$ cat config.mk
export PLATFORM = sky130hd
export DESIGN_NAME = wl_dac_responder_flat
export DESIGN_NICKNAME = d
export VERILOG_FILES = /design/src/rtl/snn_soc_pkg.sv /design/src/rtl/wl_dac_responder_if.sv /design/src/rtl/wl_dac_responder_serializer.sv /design/src/rtl/wl_dac_responder.sv /design/src/flat_wrapper.sv
export SDC_FILE = /design/constraint.sdc
export NUM_CORES = 1
export LEC_CHECK = 0
export CAP_MARGIN = 15
export CORE_MARGIN = 2
export CORE_UTILIZATION = 47
export CTS_CLUSTER_SIZE = 10
export DETAILED_ROUTE_END_ITERATION = 10
export GPL_ROUTABILITY_DRIVEN = 0
export PLACE_DENSITY_LB_ADDON = 0.15
export SLEW_MARGIN = 30
export SYNTH_ARGS = -nofsm -noshare
export SYNTH_HDL_FRONTEND = slang
export SYNTH_SLANG_ARGS = --single-unit
export TNS_END_PERCENT = 50
$ cat constraint.sdc
create_clock -name clk -period 1.81 [get_ports clk]
set_clock_uncertainty 0.1 [all_clocks]
set_input_delay 0.362 -clock clk [delete_from_list [all_inputs] [get_ports clk]]
set_output_delay 0.362 -clock clk [all_outputs]
set_load 0.02 [all_outputs]
$ cat src/rtl/snn_soc_pkg.sv
// Shared SoC constants for the SNN array control chain and the WL DAC path.
package snn_soc_pkg;

  localparam int unsigned NUM_INPUTS       = 64;
  localparam int unsigned WL_SHIFT_WIDTH   = 8;
  localparam int unsigned WL_SETTLE_CYCLES = 4;

  // The bitmap must split into whole shift beats.
  localparam bit WL_SHIFT_DIVIDES = (NUM_INPUTS % WL_SHIFT_WIDTH) == 0;

endpackage

$ cat src/rtl/wl_dac_responder_if.sv
// DAC valid/ready handshake between the WL DAC controller and the responder.
interface wl_dac_responder_if #(
  parameter int unsigned NUM_INPUTS = snn_soc_pkg::NUM_INPUTS
) ();

  logic                  dac_valid;
  logic                  dac_ready;
  logic [NUM_INPUTS-1:0] wl_spike;

  modport master (output dac_valid, output wl_spike, input dac_ready);
  modport slave  (input dac_valid, input wl_spike, output dac_ready);

endinterface

$ cat src/rtl/wl_dac_responder_serializer.sv
// wl_chunk_serializer: holds the accepted bitmap and walks it LSB chunk first.
module wl_chunk_serializer
  import snn_soc_pkg::*;
#(
  parameter int unsigned NUM_INPUTS  = snn_soc_pkg::NUM_INPUTS,
  parameter int unsigned SHIFT_WIDTH = snn_soc_pkg::WL_SHIFT_WIDTH
) (
  input  logic                   clk,
  input  logic                   rst_n,
  input  logic                   load_i,
  input  logic                   advance_i,
  input  logic [NUM_INPUTS-1:0]  bitmap_i,
  output logic [SHIFT_WIDTH-1:0] first_chunk_o,
  output logic [SHIFT_WIDTH-1:0] next_chunk_o,
  output logic                   last_o
);

  localparam int unsigned NUM_CHUNKS = NUM_INPUTS / SHIFT_WIDTH;
  localparam int unsigned IDX_W      = (NUM_CHUNKS > 1) ? $clog2(NUM_CHUNKS) : 1;

  logic [NUM_INPUTS-1:0] bitmap_q, bitmap_d;
  logic [IDX_W-1:0]      idx_q, idx_d;
  logic [IDX_W-1:0]      nidx;

  assign nidx          = idx_q + IDX_W'(1);
  assign first_chunk_o = bitmap_i[SHIFT_WIDTH-1:0];
  assign next_chunk_o  = bitmap_q[32'(nidx) * SHIFT_WIDTH +: SHIFT_WIDTH];
  assign last_o        = (idx_q == IDX_W'(NUM_CHUNKS - 1));

  // Load restarts at chunk 0; advance steps to the chunk just presented.
  always_comb begin
    bitmap_d = bitmap_q;
    idx_d    = idx_q;
    if (load_i) begin
      bitmap_d = bitmap_i;
      idx_d    = '0;
    end else if (advance_i) begin
      idx_d = nidx;
    end
  end

  // Bitmap copy and chunk index registers.
  always_ff @(posedge clk or negedge rst_n) begin
    if (!rst_n) begin
      bitmap_q <= '0;
      idx_q    <= '0;
    end else begin
      bitmap_q <= bitmap_d;
      idx_q    <= idx_d;
    end
  end

endmodule

$ cat src/rtl/wl_dac_responder.sv
// Responder for the WL DAC handshake: serializes the WL bitmap onto the
// driver shift chain, strobes the latch, then waits a settle window.
// Optional feature macro: WL_DAC_REUSE_EN (skip the shift when the bitmap repeats).
module wl_dac_responder
  import snn_soc_pkg::*;
#(
  parameter int unsigned NUM_INPUTS    = snn_soc_pkg::NUM_INPUTS,
  parameter int unsigned SHIFT_WIDTH   = snn_soc_pkg::WL_SHIFT_WIDTH,
  parameter int unsigned SETTLE_CYCLES = snn_soc_pkg::WL_SETTLE_CYCLES
) (
  input  logic                   clk,
  input  logic                   rst_n,
  wl_dac_responder_if.slave      dac,
  output logic [SHIFT_WIDTH-1:0] drv_sdata,
  output logic                   drv_sclk,
  output logic                   drv_latch,
  output logic                   drv_busy,
  output logic                   drv_reuse_hit
);

  if (((NUM_INPUTS % SHIFT_WIDTH) != 0) || !WL_SHIFT_DIVIDES || (SETTLE_CYCLES > 255)) begin : g_bad_cfg
    $error("wl_dac_responder: bitmap must split into whole chunks and settle must fit 8 bits");
  end

  typedef enum logic [2:0] {
    ST_IDLE, ST_SHIFT_LO, ST_SHIFT_HI, ST_LATCH, ST_SETTLE
  } state_t;

  localparam logic [7:0] SETTLE_LOAD = (SETTLE_CYCLES == 0) ? 8'd0 : 8'(SETTLE_CYCLES - 1);

  state_t                 state_q, state_d;
  logic                   ready_q, ready_d;
  logic                   busy_q, busy_d;
  logic [SHIFT_WIDTH-1:0] sdata_q, sdata_d;
  logic                   sclk_q, sclk_d;
  logic                   latch_q, latch_d;
  logic                   hit_q, hit_d;
  logic                   reuse_q, reuse_d;
  logic [7:0]             cnt_q, cnt_d;

  logic                   accept, load, advance, reuse_match;
  logic [SHIFT_WIDTH-1:0] first_chunk, next_chunk;
  logic                   last_chunk;

  assign accept = (state_q == ST_IDLE) && ready_q && dac.dac_valid;

  wl_chunk_serializer #(
    .NUM_INPUTS  (NUM_INPUTS),
    .SHIFT_WIDTH (SHIFT_WIDTH)
  ) u_ser (
    .clk           (clk),
    .rst_n         (rst_n),
    .load_i        (load),
    .advance_i     (advance),
    .bitmap_i      (dac.wl_spike),
    .first_chunk_o (first_chunk),
    .next_chunk_o  (next_chunk),
    .last_o        (last_chunk)
  );

`ifdef WL_DAC_REUSE_EN
  logic [NUM_INPUTS-1:0] last_bitmap_q;
  logic                  last_vld_q;

  assign reuse_match = last_vld_q && (dac.wl_spike == last_bitmap_q);

  // Remember the bitmap most recently shifted into the driver chain.
  always_ff @(posedge clk or negedge rst_n) begin
    if (!rst_n) begin
      last_bitmap_q <= '0;
      last_vld_q    <= 1'b0;
    end else if (accept && !reuse_match) begin
      last_bitmap_q <= dac.wl_spike;
      last_vld_q    <= 1'b1;
    end
  end
`else
  assign reuse_match = 1'b0;
`endif

  // Next-state and registered-output logic for the shift/latch/settle sequence.
  always_comb begin
    state_d = state_q;
    ready_d = ready_q;
    busy_d  = busy_q;
    sdata_d = sdata_q;
    sclk_d  = sclk_q;
    latch_d = 1'b0;
    hit_d   = 1'b0;
    reuse_d = reuse_q;
    cnt_d   = cnt_q;
    load    = 1'b0;
    advance = 1'b0;
    unique case (state_q)
      ST_IDLE: begin
        if (accept) begin
          load    = 1'b1;
          ready_d = 1'b0;
          busy_d  = 1'b1;
          sdata_d = first_chunk;
          sclk_d  = 1'b0;
          // A reused bitmap parks in SHIFT_HI flagged as done, so the
          // latch strobe lands one edge after accept with no sclk pulses.
          reuse_d = reuse_match;
          state_d = reuse_match ? ST_SHIFT_HI : ST_SHIFT_LO;
        end
      end
      ST_SHIFT_LO: begin
        sclk_d  = 1'b1;
        state_d = ST_SHIFT_HI;
      end
      ST_SHIFT_HI: begin
        sclk_d = 1'b0;
        if (last_chunk || reuse_q) begin
          latch_d = 1'b1;
          hit_d   = reuse_q;
          state_d = ST_LATCH;
        end else begin
          sdata_d = next_chunk;
          advance = 1'b1;
          state_d = ST_SHIFT_LO;
        end
      end
      ST_LATCH: begin
        reuse_d = 1'b0;
        if (SETTLE_CYCLES == 0) begin
          ready_d = 1'b1;
          busy_d  = 1'b0;
          state_d = ST_IDLE;
        end else begin
          cnt_d   = SETTLE_LOAD;
          state_d = ST_SETTLE;
        end
      end
      ST_SETTLE: begin
        if (cnt_q == 8'd0) begin
          ready_d = 1'b1;
          busy_d  = 1'b0;
          state_d = ST_IDLE;
        end else begin
          cnt_d = cnt_q - 8'd1;
        end
      end
      default: state_d = ST_IDLE;
    endcase
  end

  // State and output registers; reset aborts any sequence without a latch.
  always_ff @(posedge clk or negedge rst_n) begin
    if (!rst_n) begin
      state_q <= ST_IDLE;
      ready_q <= 1'b1;
      busy_q  <= 1'b0;
      sdata_q <= '0;
      sclk_q  <= 1'b0;
      latch_q <= 1'b0;
      hit_q   <= 1'b0;
      reuse_q <= 1'b0;
      cnt_q   <= '0;
    end else begin
      state_q <= state_d;
      ready_q <= ready_d;
      busy_q  <= busy_d;
      sdata_q <= sdata_d;
      sclk_q  <= sclk_d;
      latch_q <= latch_d;
      hit_q   <= hit_d;
      reuse_q <= reuse_d;
      cnt_q   <= cnt_d;
    end
  end

  assign dac.dac_ready  = ready_q;
  assign drv_busy       = busy_q;
  assign drv_sdata      = sdata_q;
  assign drv_sclk       = sclk_q;
  assign drv_latch      = latch_q;
  assign drv_reuse_hit  = hit_q;

endmodule
$ cat src/flat_wrapper.sv
// flat-port wrapper written by rule: the top's interface ports become plain ports
module wl_dac_responder_flat import snn_soc_pkg::*;
#(
  parameter int unsigned NUM_INPUTS    = snn_soc_pkg::NUM_INPUTS,
  parameter int unsigned SHIFT_WIDTH   = snn_soc_pkg::WL_SHIFT_WIDTH,
  parameter int unsigned SETTLE_CYCLES = snn_soc_pkg::WL_SETTLE_CYCLES
)
  (clk, rst_n, drv_sdata, drv_sclk, drv_latch, drv_busy, drv_reuse_hit, dac_dac_valid, dac_wl_spike, dac_dac_ready);
  wl_dac_responder_if #(.NUM_INPUTS(NUM_INPUTS)) dac_i ();
  input  logic clk;
  input  logic rst_n;
  output logic [SHIFT_WIDTH-1:0] drv_sdata;
  output logic drv_sclk;
  output logic drv_latch;
  output logic drv_busy;
  output logic drv_reuse_hit;
  input wire logic [$bits(dac_i.dac_valid)-1:0] dac_dac_valid;
  input wire logic [$bits(dac_i.wl_spike)-1:0] dac_wl_spike;
  output wire logic [$bits(dac_i.dac_ready)-1:0] dac_dac_ready;
  assign dac_i.dac_valid = dac_dac_valid;
  assign dac_i.wl_spike = dac_wl_spike;
  assign dac_dac_ready = dac_i.dac_ready;
  wl_dac_responder #(.NUM_INPUTS(NUM_INPUTS), .SHIFT_WIDTH(SHIFT_WIDTH), .SETTLE_CYCLES(SETTLE_CYCLES)) u_core (.clk(clk), .rst_n(rst_n), .dac(dac_i), .drv_sdata(drv_sdata), .drv_sclk(drv_sclk), .drv_latch(drv_latch), .drv_busy(drv_busy), .drv_reuse_hit(drv_reuse_hit));
endmodule
==> impl_results.md <==
* Status: completed
* DRC Markers at 0
* Die height at 97.8 um
* Synth Area in Adders at 1.21%
* Largest family of logic cells by synthesized area: simple AND/OR/NAND/NOR gates
* I/O pin cnt at 80
* Antenna cells at 0
* Crit share post-route at 99.0%
* Sw frac at 35.0%
* Fin util at 65.5%
* CP Data Arrival Time at 1980 ps
* Setup_tns at 0 ps
* Worst Path Class, Setup: reg2reg
* Hold_ws at 370 ps
* Routed WL per cell at 14.2 um
* Total wire length at 9.13 mm
* Via total after detailed routing at 3254
* Area taken by multi-input logic gates at 1780 sq um
* Worst-Skew Late Latency at 350 ps
* Max Cap Viol at 0
* Share of layout cells above drive strength 1 at 16.3%
* DP HPWL at 6.64 mm
* Critical path endpoint category: register
* Global-route wire length before repair at 15.3 mm
* Synth Cell Area at 4140 sq um
* Nets at 599
* DRT Pass-1 Iters at 4
* Max Clk Rate at 0.558 GHz
* I/O Buffers at 78
* Initial Util at 47.9%
* XOR/XNOR Fraction of Synth Area at 0.212%
* Final worst slack at 18.2 ps
* Synth warnings at 0
* Synth unique cells at 38
* Leak Pwr at 2.74 nW
* Sink Count at 90
* Syn Inst Count at 422
* Post-route ant nets at 0
* Max incr delay on CP at 550 ps
* GRT Residual Overflow at 0
* Storage cell area at 2250 sq um
* Min-delay worst type: reg2reg
* RSZ-0062 raised after global routing: yes
* Peak supply drop at 756 uV
* Total global-route track usage at 19.9%
* Flop and latch count out of synthesis at 90
* Comb power frac at 48.0%
* H-tree levels at 3
* Row cnt at 34
* Yosys top cell by area: dfrtp_1
* Placed Area at 5300 sq um
* Clock power frac at 15.6%
* Vias in the first global route at 3267
* Fraction of power consumed by sequential logic at 36.4%
* Number of CTS-inserted buffers at 9
* Post-synthesis mux area share at 12.4%
* Crit-path max FO at 7
* Final setup violation count at 0
* Area contributors post-synth: dfrtp_1 54%, nand2_1 19%, mux4_2 8.7%
* DRT iter0 DRCs at 143
* Data required time of the worst path at 2000 ps
* Place WS at -434 ps
* Clk slew on worst S/H paths at 90 ps
* CORE AREA at 8640 sq um
* Syn_area_per_cell at 9.81 sq um
* Crit path max-delay cell type: or4b_4
* Area grow syn2layout at 36.6%
* Clk root buf: clkbuf_8
* Tmin final at 1790 ps
* Register area share after synthesis at 54.5%
* Switch Pwr at 0.00331 W
* Layout fillers at 713
* Die area at 9570 sq um
* Pwr/cell area at 1670 nW/um^2
* Setup crit start kind: register
* Design area at 5650 sq um
* CTS tree: built
* Die W at 97.8 um
* Largest net degree at the start of global routing at 57
* Share of the synthesized area in the top cell type at 53.8%
* Via-to-Cell Ratio at 5.08
* Fin. max-slew vios at 0
* Final hold vios at 0
* Synth Area in Compound Gates at 4.38%
* Simple-Gate Fraction of Synth Area at 23.8%
* Syn_nets at 493
* Pint at 0.00615 W
* Deepest clock path buffer count at 2
* Worst path cell trace: buf_6 > buf_8 > nor3b_4 > nand2_1 > or4b_4 > a21oi_2
* Antenna violations before repair at 0
==> layout make-up <==
cell class	count	area share, %
tap	108	2.39
sequential	90	39.9
inverter	4	0.266
clock buffer	12	2.39
timing repair buffer	120	22.2
multi-input combinational	303	31.5
clock inverter	4	1.35
==> final timing paths <==
| kind | end | startpoint | slack (ps) | cells after the start |
|---|---|---|---|---|
| hold / removal | u_core.u_ser.bitmap_q[6] | u_core.u_ser.bitmap_q[6] | 370 | 2 |
| setup / recovery | u_core.cnt_q[3] | u_core.state_q[0] | 20 | 6 |
| min in group asynchronous | u_core.cnt_q[2] | rst_n | 420 | 3 |
| hold reg to reg | u_core.u_ser.bitmap_q[6] | u_core.u_ser.bitmap_q[6] | 370 | 2 |
| setup reg to reg | u_core.cnt_q[3] | u_core.state_q[0] | 20 | 6 |
| max in group asynchronous | u_core.dac.dac_ready | rst_n | 840 | 3 |
==> per-layer routing <==
| layer | GRT usage, % | wire length [um] |
|---|---|---|
| met5 | 0 | 0 |
| met4 | 5.13 | 198 |
| met3 | 3.58 | 370 |
| met2 | 34.3 | 4510 |
| met1 | 26.1 | 4060 |
==> cell families after synthesis <==
logic type                 Yosys count
buffers and inverters               29
other                                1
DFF                                 90
adders and majority gates            4
muxes                               31
AOI/OAI and AO/OA                   23
xor gates and xnor gates             1
and+or+nand+nor                    243
==> state kept, by name, indices dropped and copies added (netlist names) <==
signal,cells
u_core.u_ser.bitmap_q,64
u_core.cnt_q,8
u_core.drv_sdata,8
u_core.state_q,3
u_core.u_ser.idx_q,3
u_core.dac.dac_ready,1
u_core.drv_busy,1
u_core.drv_latch,1
u_core.drv_sclk,1
==> critical path: cells and delay by family, from the launching register on <==
kind / cells / cell delay [ps]
simple gates: 3 / 860
flops: 1 / 390
buf+inv: 2 / 250
compound gates: 1 / 140
==> stage by stage <==
| stage | std cells | power [W] |
|---|---|---|
| final | 641 | 0.00946 |
| after global routing | 641 | 0.0102 |
| after CTS | 632 | 0.00934 |
| after detailed placement | 615 | 0.00789 |
| after global placement | 615 | 0.00775 |
| after floorplan | 422 | 0.00614 |
==> timing repair <==
item	CTS	global route
pin swaps	0	4
buffers inserted	0	9
hold endpoints to repair	89	0
hold buffers	1	0
setup endpoints to repair	66	20
resized for setup	8	18
==> power groups by stage <==
| stage | Sequential (W) | Combinational [W] | Clock, W |
|---|---|---|---|
| 2_1_floorplan | 0.00347 | 0.00267 | 0 |
| 3_3_place_gp | 0.00344 | 0.00431 | 0 |
| 3_5_place_dp | 0.00346 | 0.00443 | 0 |
| 4_1_cts | 0.00343 | 0.00441 | 0.00150 |
| 5_1_grt | 0.00356 | 0.00504 | 0.00160 |
| 6_report | 0.00344 | 0.00453 | 0.00148 |
==> cell usage after synthesis (all sizes together) <==
cell type / count
a211o: 1
a21oi: 3
and2: 1
buf: 19
clkbuf: 6
conb: 1
dfrtp: 89
dfstp: 1
ha: 4
inv: 4
mux2: 1
mux2i: 14
mux4: 16
nand2: 211
nand3: 4
nand4: 1
nand4b: 2
nor2: 13
nor2b: 1
nor3: 2
nor3b: 2
nor4: 2
o211ai: 2
o21ai: 8
o221a: 8
o22a: 1
or3: 1
or3b: 1
or4: 1
or4b: 1
xnor2: 1
==> cells in the final DEF, fill, tap and decap left out, types with 7 or more instances in the layout <==
| cell | instances |
|---|---|
| nand2_1 | 211 |
| dfrtp_1 | 88 |
| clkdlybuf4s50_1 | 67 |
| buf_4 | 26 |
| mux4_2 | 16 |
| mux2i_1 | 14 |
| nor2_1 | 13 |
| buf_12 | 10 |
| clkbuf_8 | 9 |
| o21ai_0 | 7 |
Note: power is estimated with default switching activity, not from simulation.
